## config.mk

```make
export PLATFORM = sky130hd
export DESIGN_NAME = fb_write_arbiter
export DESIGN_NICKNAME = d
export VERILOG_FILES = /design/src/rtl/fb_write_arbiter.sv
export SDC_FILE = /design/constraint.sdc
export NUM_CORES = 1
export LEC_CHECK = 0
export CAP_MARGIN = 20
export CORE_MARGIN = 4
export CORE_UTILIZATION = 54
export DETAILED_ROUTE_END_ITERATION = 6
export HOLD_SLACK_MARGIN = 0.1
export PLACE_DENSITY = 0.8
export SETUP_SLACK_MARGIN = 0.1
export SYNTH_ARGS = -nofsm -noshare
export SYNTH_HDL_FRONTEND = slang
export SYNTH_SLANG_ARGS = --single-unit
```

## constraint.sdc

```tcl
create_clock -name clock -period 4.6 [get_ports clock]
set_clock_uncertainty 0.1 [all_clocks]
set_input_delay 0.92 -clock clock [delete_from_list [all_inputs] [get_ports clock]]
set_output_delay 0.92 -clock clock [all_outputs]
set_load 0.05 [all_outputs]
```

## src/rtl/fb_write_arbiter.sv

```systemverilog
// fb_write_arbiter: merges the sprite driver's two pixel write streams into the
// framebuffer's single write port. Each stream has its own FIFO. Off-screen
// writes are clipped. Writes are issued round-robin over a valid/ready handshake.
//
// Ports:
//   clock, fb_resetting        rising-edge clock; async active-high reset
//   wr1_addr/data/en           port-1 pixel write (19-bit address, 4-bit index)
//   wr2_addr/data/en           port-2 pixel write
//   mem_addr/data/we           registered framebuffer write; held until accepted
//   mem_ready                  memory accepts when mem_we && mem_ready
//   overflow1/overflow2        sticky: an eligible write was dropped on a full FIFO
//   busy                       either FIFO non-empty or a write pending
//
// Build option: define FBW_TRANSPARENT_EN to discard writes whose data equals
// TRANSPARENT_INDEX at the input.
module fb_write_arbiter #(
    parameter int unsigned FIFO_DEPTH        = 8,
    parameter int unsigned FB_PIXELS         = 480000,
    parameter logic [3:0]  TRANSPARENT_INDEX = 4'h0
) (
    input  logic        clock,
    input  logic        fb_resetting,
    input  logic [18:0] wr1_addr,
    input  logic [3:0]  wr1_data,
    input  logic        wr1_en,
    input  logic [18:0] wr2_addr,
    input  logic [3:0]  wr2_data,
    input  logic        wr2_en,
    output logic [18:0] mem_addr,
    output logic [3:0]  mem_data,
    output logic        mem_we,
    input  logic        mem_ready,
    output logic        overflow1,
    output logic        overflow2,
    output logic        busy
);

    localparam int unsigned ADDR_W = 19;
    localparam int unsigned DATA_W = 4;
    localparam int unsigned ENT_W  = ADDR_W + DATA_W;
    localparam int unsigned PTR_W  = $clog2(FIFO_DEPTH);
    localparam int unsigned CNT_W  = PTR_W + 1;
    localparam int unsigned LIM_W  = ADDR_W + 1;
    // One extra bit so a limit of exactly 2^19 still compares correctly.
    localparam logic [LIM_W-1:0] PIX_LIMIT = LIM_W'(FB_PIXELS);

    // Per-port views of the inputs so both FIFOs come from one generate body.
    logic [ADDR_W-1:0] w_in_addr [2];
    logic [DATA_W-1:0] w_in_data [2];
    logic              w_in_en   [2];
    logic [ENT_W-1:0]  w_head    [2];
    logic [1:0]        w_elig;
    logic [1:0]        w_push;
    logic [1:0]        w_pop;
    logic [1:0]        w_nonempty;
    logic [1:0]        w_ovf;
    logic              w_free;
    logic              w_load;
    logic              w_sel;
    logic              r_last_grant;

    assign w_in_addr[0] = wr1_addr;
    assign w_in_addr[1] = wr2_addr;
    assign w_in_data[0] = wr1_data;
    assign w_in_data[1] = wr2_data;
    assign w_in_en[0]   = wr1_en;
    assign w_in_en[1]   = wr2_en;

`ifndef FBW_TRANSPARENT_EN
    logic w_unused_cfg;
    assign w_unused_cfg = ^TRANSPARENT_INDEX;
`endif

    // Output register is free when idle or when its current write is accepted.
    // Round-robin: with both FIFOs non-empty, the port not granted last wins.
    always_comb begin
        w_free = 1'b0;
        w_load = 1'b0;
        w_sel  = 1'b0;
        w_pop  = 2'b00;
        w_free = !mem_we || mem_ready;
        w_load = w_free && (|w_nonempty);
        if (w_nonempty == 2'b11) begin
            w_sel = !r_last_grant;
        end else begin
            w_sel = w_nonempty[1];
        end
        w_pop[0] = w_load && !w_sel;
        w_pop[1] = w_load && w_sel;
    end

    for (genvar p = 0; p < 2; p++) begin : g_fifo
        logic [ENT_W-1:0] r_mem [FIFO_DEPTH];
        logic [PTR_W-1:0] r_wptr;
        logic [PTR_W-1:0] r_rptr;
        logic [CNT_W-1:0] r_count;
        logic             r_ovf;
        logic             w_full;
        logic             w_in_range;

        assign w_full     = (r_count == CNT_W'(FIFO_DEPTH));
        assign w_in_range = ({1'b0, w_in_addr[p]} < PIX_LIMIT);
`ifdef FBW_TRANSPARENT_EN
        assign w_elig[p]  = w_in_en[p] && w_in_range && (w_in_data[p] != TRANSPARENT_INDEX);
`else
        assign w_elig[p]  = w_in_en[p] && w_in_range;
`endif
        // A full FIFO still takes a push when it is popped on the same edge.
        assign w_push[p]     = w_elig[p] && (!w_full || w_pop[p]);
        assign w_nonempty[p] = (r_count != '0);
        assign w_head[p]     = r_mem[r_rptr];
        assign w_ovf[p]      = r_ovf;

        // Entry storage needs no reset: only slots behind the count are read.
        always_ff @(posedge clock) begin
            if (w_push[p]) begin
                r_mem[r_wptr] <= {w_in_addr[p], w_in_data[p]};
            end
        end

        // Pointers wrap naturally since the depth is a power of two.
        always_ff @(posedge clock or posedge fb_resetting) begin
            if (fb_resetting) begin
                r_wptr  <= '0;
                r_rptr  <= '0;
                r_count <= '0;
                r_ovf   <= 1'b0;
            end else begin
                if (w_push[p]) begin
                    r_wptr <= r_wptr + PTR_W'(1);
                end
                if (w_pop[p]) begin
                    r_rptr <= r_rptr + PTR_W'(1);
                end
                if (w_push[p] && !w_pop[p]) begin
                    r_count <= r_count + CNT_W'(1);
                end else if (!w_push[p] && w_pop[p]) begin
                    r_count <= r_count - CNT_W'(1);
                end
                if (w_elig[p] && !w_push[p]) begin
                    r_ovf <= 1'b1;
                end
            end
        end
    end

    // Memory-side output register; last_grant resets to port 2 so port 1 goes first.
    always_ff @(posedge clock or posedge fb_resetting) begin
        if (fb_resetting) begin
            mem_addr     <= '0;
            mem_data     <= '0;
            mem_we       <= 1'b0;
            r_last_grant <= 1'b1;
        end else if (w_free) begin
            if (w_load) begin
                {mem_addr, mem_data} <= w_head[w_sel];
                mem_we               <= 1'b1;
                r_last_grant         <= w_sel;
            end else begin
                mem_we <= 1'b0;
            end
        end
    end

    assign overflow1 = w_ovf[0];
    assign overflow2 = w_ovf[1];
    assign busy      = (|w_nonempty) | mem_we;

endmodule

```

==> results_dict.tcl, run 1 <==
set metrics [dict create \
    post-dp-hpwl_um 19600 \
    syn_inst 748 \
    syn_area_per_cell_um2 21.7 \
    drive_above_1_share 0.251 \
    hold_violations 0 \
    grt_pass1_wl_um 50100 \
    power-per-cell-area_nw_per_um2 647 \
    drt-total-wl_um 32800 \
    holdPathStages 2 \
    tns_ns 0 \
    cts_buffer_depth 3 \
    num-nets-final 930 \
    synth_edf_count 368 \
    critPathMaxFanout 9 \
    multiInputGateArea_um2 3820 \
    fmaxAchievable_ghz 0.261 \
    wl_per_cell_um 25.5 \
    via_per_inst 6.08 \
    ys_types 51 \
    setup_viol 0 \
    cts_sinks 415 \
    drcViolationCount 0 \
    coreArea_um2 29600 \
    grt_pass1_vias 8160 \
    yosys.area.top_type_share 0.681 \
    dieWidth_um 181 \
    yosys-top-cells-area "edfxtp_1 (68%), mux4_2 (13%), dfrtp_1 (7.1%), mux2i_1 (3.0%), o221ai_2 (1.7%)" \
    dr.pass1.iters 5 \
    synthFlopType "edfxtp_1" \
    netlist_area_um2 16200 \
    hp-start "mem_data[1]" \
    reg2reg_setup_slack_ns 1.27 \
    yosysTopAreaCell "edfxtp_1" \
    ys_seq_elements 415 \
    final_common_cell "edfxtp_1" \
    insertion_delay_ns 0.52 \
    start_util 0.548 \
    layout_setup_ws_ns 0.769 \
    path_class "input pin to flip-flop" \
    async_flop_share 0.113 \
    diodes 0 \
    row_count 63 \
    cts_setup_buffers 0 \
    die_h_um 181 \
    min_to "mem_data[1]" \
    final_cell_mix "edfxtp_1 (368), mux4_2 (92), clkdlybuf4s50_1 (77)" \
    cts-resized-gates 0 \
    fin_crit_sh 0.833 \
    ios 78 \
    hold_class "flip-flop to flip-flop" \
    power.total_w 0.0123 \
    max_cap_viol_count 0 \
    grt_usage 0.201 \
    reg2reg_from "g_fifo[0].r_count[0]" \
    drt_first_iter_violations 819 \
    ant_nets 0 \
    status "finished clean" \
    p_leak_nw 6.36 \
    yosys_warnings 0 \
    tritoncts "done" \
    area_growth_pct 16.7 \
    fill_cells 1930 \
    cp.arrival_ns 4.16 \
    crit_path_start "wr2_addr[8]" \
    regArea_um2 12200 \
    portBuffers 77 \
    gr-total-overflow 0 \
    vdd_drop_max_mv 0.306 \
    cts_root_buffer "clkbuf_16" \
    final_max_slew_viol_count 0 \
    cp.required_ns 4.93 \
    num_vias 7811 \
    rr_worst_depth 10 \
    dieArea_um2 32900 \
    rsz0062_at_grt "no" \
    worstReg2RegEnd "g_fifo[1].r_count[3]" \
    clk_pin_slew_worst_paths_ns 0.06 \
    worst_pin_slew_ns 1.11 \
    final.min_clock_period_ns 3.83 \
    h-tree-depth 2 \
    ys_seq_area_frac 0.753 \
    grt_antenna_before_repair 1 \
    hold_buffers 0 \
    grt_start_max_net_pins 48 \
    maxSlewHeadroom 0.257 \
    gp_congestion 0.750 \
    synth_nets 811 \
    numCtsBuffers 40 \
    critPathCaptureType "flip-flop" \
    crit_path_start_kind "input pin" \
    post-place-ws_ns 0.363 \
]
==> cells by family (layout without fill, tap and decap cells) <==
logic type / count (synthesis) / after routing / synth area share
flip-flops: 415 / 415 / 0.753
multiplexers: 146 / 146 / 0.162
AND/OR/NAND/NOR: 67 / 67 / 0.0221
AO/OA/AOI/OAI: 47 / 47 / 0.0315
buffers and inverters: 47 / 193 / 0.0136
XOR/XNOR: 14 / 14 / 0.00755
adder cells (fa/ha/maj): 12 / 12 / 0.0102
==> per-stage QoR <==
stage	std cells	area, um2	utilization	hold slack, ns
6_report	1284	18900	0.639	0.390
5_1_grt	1284	18900	0.639	0.419
4_1_cts	1282	18900	0.637	0.392
3_5_place_dp	1213	17700	0.596	0.371
3_3_place_gp	1213	17700	0.596	0.370
2_1_floorplan	748	16200	-	0.353
==> critical path: stages <==
cell	delay (ns)
clkdlybuf4s50_1	0.56
a211o_1	0.39
a2111oi_2	0.64
o22a_2	0.34
ha_1	0.20
inv_1	0.10
ha_1	0.28
a21o_1	0.18
a21oi_1	0.18
mux2i_1	0.24
xnor2_1	0.13
==> worst max-delay path by stage <==
stage	endpoint	slack, ns	cells after the start
after detailed placement	g_fifo[1].r_count[3]	0.36	11
after CTS	busy	0.74	3
after global placement	g_fifo[1].r_count[3]	0.45	11
after global routing	g_fifo[1].r_count[3]	0.64	11
after floorplan	g_fifo[1].r_mem[2][0]	0.35	4
final	g_fifo[1].r_count[3]	0.77	11
==> layer usage <==
| layer | GRT usage | part of all wire | vias up |
|---|---|---|---|
| met2 | 0.331 | 0.51 | 332 |
| li1 | - | - | 3348 |
| met5 | 0 | 0.00040 | - |
| met3 | 0.0352 | 0.068 | 61 |
| met1 | 0.287 | 0.40 | 4068 |
| met4 | 0.0486 | 0.021 | 2 |
==> sequential cells by signal, summed over array words and instances (netlist names) <==
signal,flops
overflow1,1
g_fifo.r_mem,368
r_last_grant,1
mem_we,1
g_fifo.r_count,8
g_fifo.r_rptr,6
g_fifo.r_wptr,6
mem_addr,19
overflow2,1
mem_data,4
==> power breakdown <==
part / switching, W / internal (W) / total [W] / leakage, nW
clock: 0.00128 / 0.00177 / 0.00305 / 0.595
combinational: 0.00198 / 0.00176 / 0.00374 / 1.87
sequential: 0.000619 / 0.00483 / 0.00545 / 3.89
total: 0.00388 / 0.00837 / 0.0123 / 6.36
==> layout make-up <==
type | count | area share
flip-flops and latches | 415 | 0.646
multi-input cells | 286 | 0.202
repair buffers | 114 | 0.0604
clock buffers | 52 | 0.0574
well taps | 390 | 0.0258
clock inverters | 17 | 0.00674
inverters | 10 | 0.00198
==> synth_stat cells, types with 4 or more instances <==
cell	n
inv_1	10
mux4_2	92
nor2_1	12
buf_2	14
xnor2_1	10
o221ai_2	18
mux2i_1	48
nand2_1	31
and4b_1	5
clkbuf_1	15
o221ai_1	7
buf_1	4
mux2_2	5
ha_1	10
dfrtp_1	46
xor2_1	4
edfxtp_1	368
Power figures use the tool's default switching activity.
==> inputs of run 2 (changes only) <==
Clock period 4.6 ns to 3.5 ns, I/O delays scaled along.
==> results_dict.tcl, run 2 (synthesized netlist as in run 1, its figures left out) <==
set metrics [dict create \
    status "finished clean" \
    final.min_clock_period_ns 3.31 \
    area_growth_pct 19.8 \
    rsz0062_at_grt "no" \
    reg_top3 "g_fifo.r_mem: 368 flops, mem_addr: 19 flops, g_fifo.r_count: 8 flops" \
    ant_nets 0 \
    diodes 0 \
    num-nets-final 972 \
    path_class "flip-flop to output port" \
    dpl.cell_count 1257 \
    num_vias 7979 \
    post-dp-hpwl_um 21200 \
    gp_congestion 0.793 \
    instances_no_fill 1329 \
    numCtsBuffers 40 \
    maxSlewHeadroom 0.351 \
    critPathMaxFanout 6 \
    final_cell_mix "edfxtp_1 (368), mux4_2 (92), clkdlybuf4s50_1 (76)" \
    max_cap_viol_count 0 \
    cts-resized-gates 1 \
    grt_start_max_net_pins 49 \
    cp.required_ns 2.70 \
    hold_buffers 0 \
    clk_pin_slew_worst_paths_ns 0.06 \
    row_count 63 \
    final_common_cell "edfxtp_1" \
    tns_ns 0 \
    insertion_delay_ns 0.53 \
    hold_violations 0 \
    crit_path_start_kind "flip-flop" \
    dr.pass1.iters 5 \
    dieWidth_um 181 \
    cts_sinks 415 \
    p_leak_nw 6.62 \
    wl_per_cell_um 25.2 \
    via_per_inst 6.00 \
    coreArea_um2 29600 \
    h-tree-depth 2 \
    start_util 0.548 \
    drive_above_1_share 0.289 \
    worst_pin_slew_ns 0.974 \
    cp.arrival_ns 2.51 \
    cts_root_buffer "clkbuf_16" \
    layout_setup_ws_ns 0.194 \
    drt_first_iter_violations 862 \
    portBuffers 77 \
    grt_usage 0.208 \
    whs_ns 0.388 \
    dieArea_um2 32900 \
    fin_crit_sh 0.945 \
    critPathCaptureType "output port" \
    drcViolationCount 0 \
    ios 78 \
    grt_pass1_vias 8553 \
    tritoncts "done" \
    top_register "g_fifo.r_mem" \
    grt_antenna_before_repair 0 \
    drt-total-wl_um 33400 \
    cts_setup_buffers 0 \
    gr-total-overflow 0 \
    fmaxAchievable_ghz 0.302 \
    setup_viol 0 \
    power-per-cell-area_nw_per_um2 845 \
    fin_util 0.656 \
    largest_reg_flops 368 \
    final_max_slew_viol_count 0 \
    post-place-ws_ns -0.282 \
    cts_buffer_depth 3 \
    vdd_drop_max_mv 0.507 \
    die_h_um 181 \
    grt_pass1_wl_um 52200 \
    hold_class "flip-flop to flip-flop" \
]
-- run 2: worst max-delay path, cell delays in order, from the launching register on --
cell and delay, ns:
dfrtp_1 0.43, or4_1 0.69, or3_1 0.40, dlygate4sd2_1 0.44
-- run 2: per-layer routing --
layer,routed length [um],up-vias,GRT usage
li1,-,3444,-
met1,13400,4191,0.292
met2,17200,276,0.349
met3,2030,68,0.0324
met4,826,0,0.0570
met5,0,-,0
-- run 2: stage by stage --
step	total power, W	cell area, um2
after floorplan	0.0105	16200
after global placement	0.0122	18200
after detailed placement	0.0124	18200
after CTS	0.0166	19400
after global routing	0.0172	19400
final	0.0164	19400
-- run 2: path summary, 6_finish.rpt --
path                                      start              endpoint  slack [ns]  cells after the start
setup / recovery           g_fifo[0].r_count[1]                  busy        0.19                      3
hold / removal              g_fifo[0].r_rptr[2]   g_fifo[0].r_rptr[2]        0.39                      1
setup reg to reg           g_fifo[0].r_count[1]  g_fifo[1].r_count[3]        0.41                     10
hold reg to reg             g_fifo[0].r_rptr[2]   g_fifo[0].r_rptr[2]        0.39                      1
max in group asynchronous          fb_resetting           mem_addr[9]        2.25                      3
min in group asynchronous          fb_resetting           mem_data[1]        0.45                      2
-- run 2: power breakdown --
| group | total (W) | leakage, nW | internal [W] | switching (W) |
|---|---|---|---|---|
| logic | 0.00536 | 2.11 | 0.00249 | 0.00287 |
| clock network | 0.00413 | 0.619 | 0.00236 | 0.00178 |
| registers | 0.00695 | 3.89 | 0.00635 | 0.000597 |
-- run 2: final cells by class --
cell class | count | area, um2
clock buffer | 48 | 1040
clock inverter | 24 | 208
fill | 1932 | 10200
inverter | 10 | 37.5
multi-input combinational | 286 | 3830
sequential | 415 | 12200
tap | 390 | 488
timing repair buffer | 156 | 1600
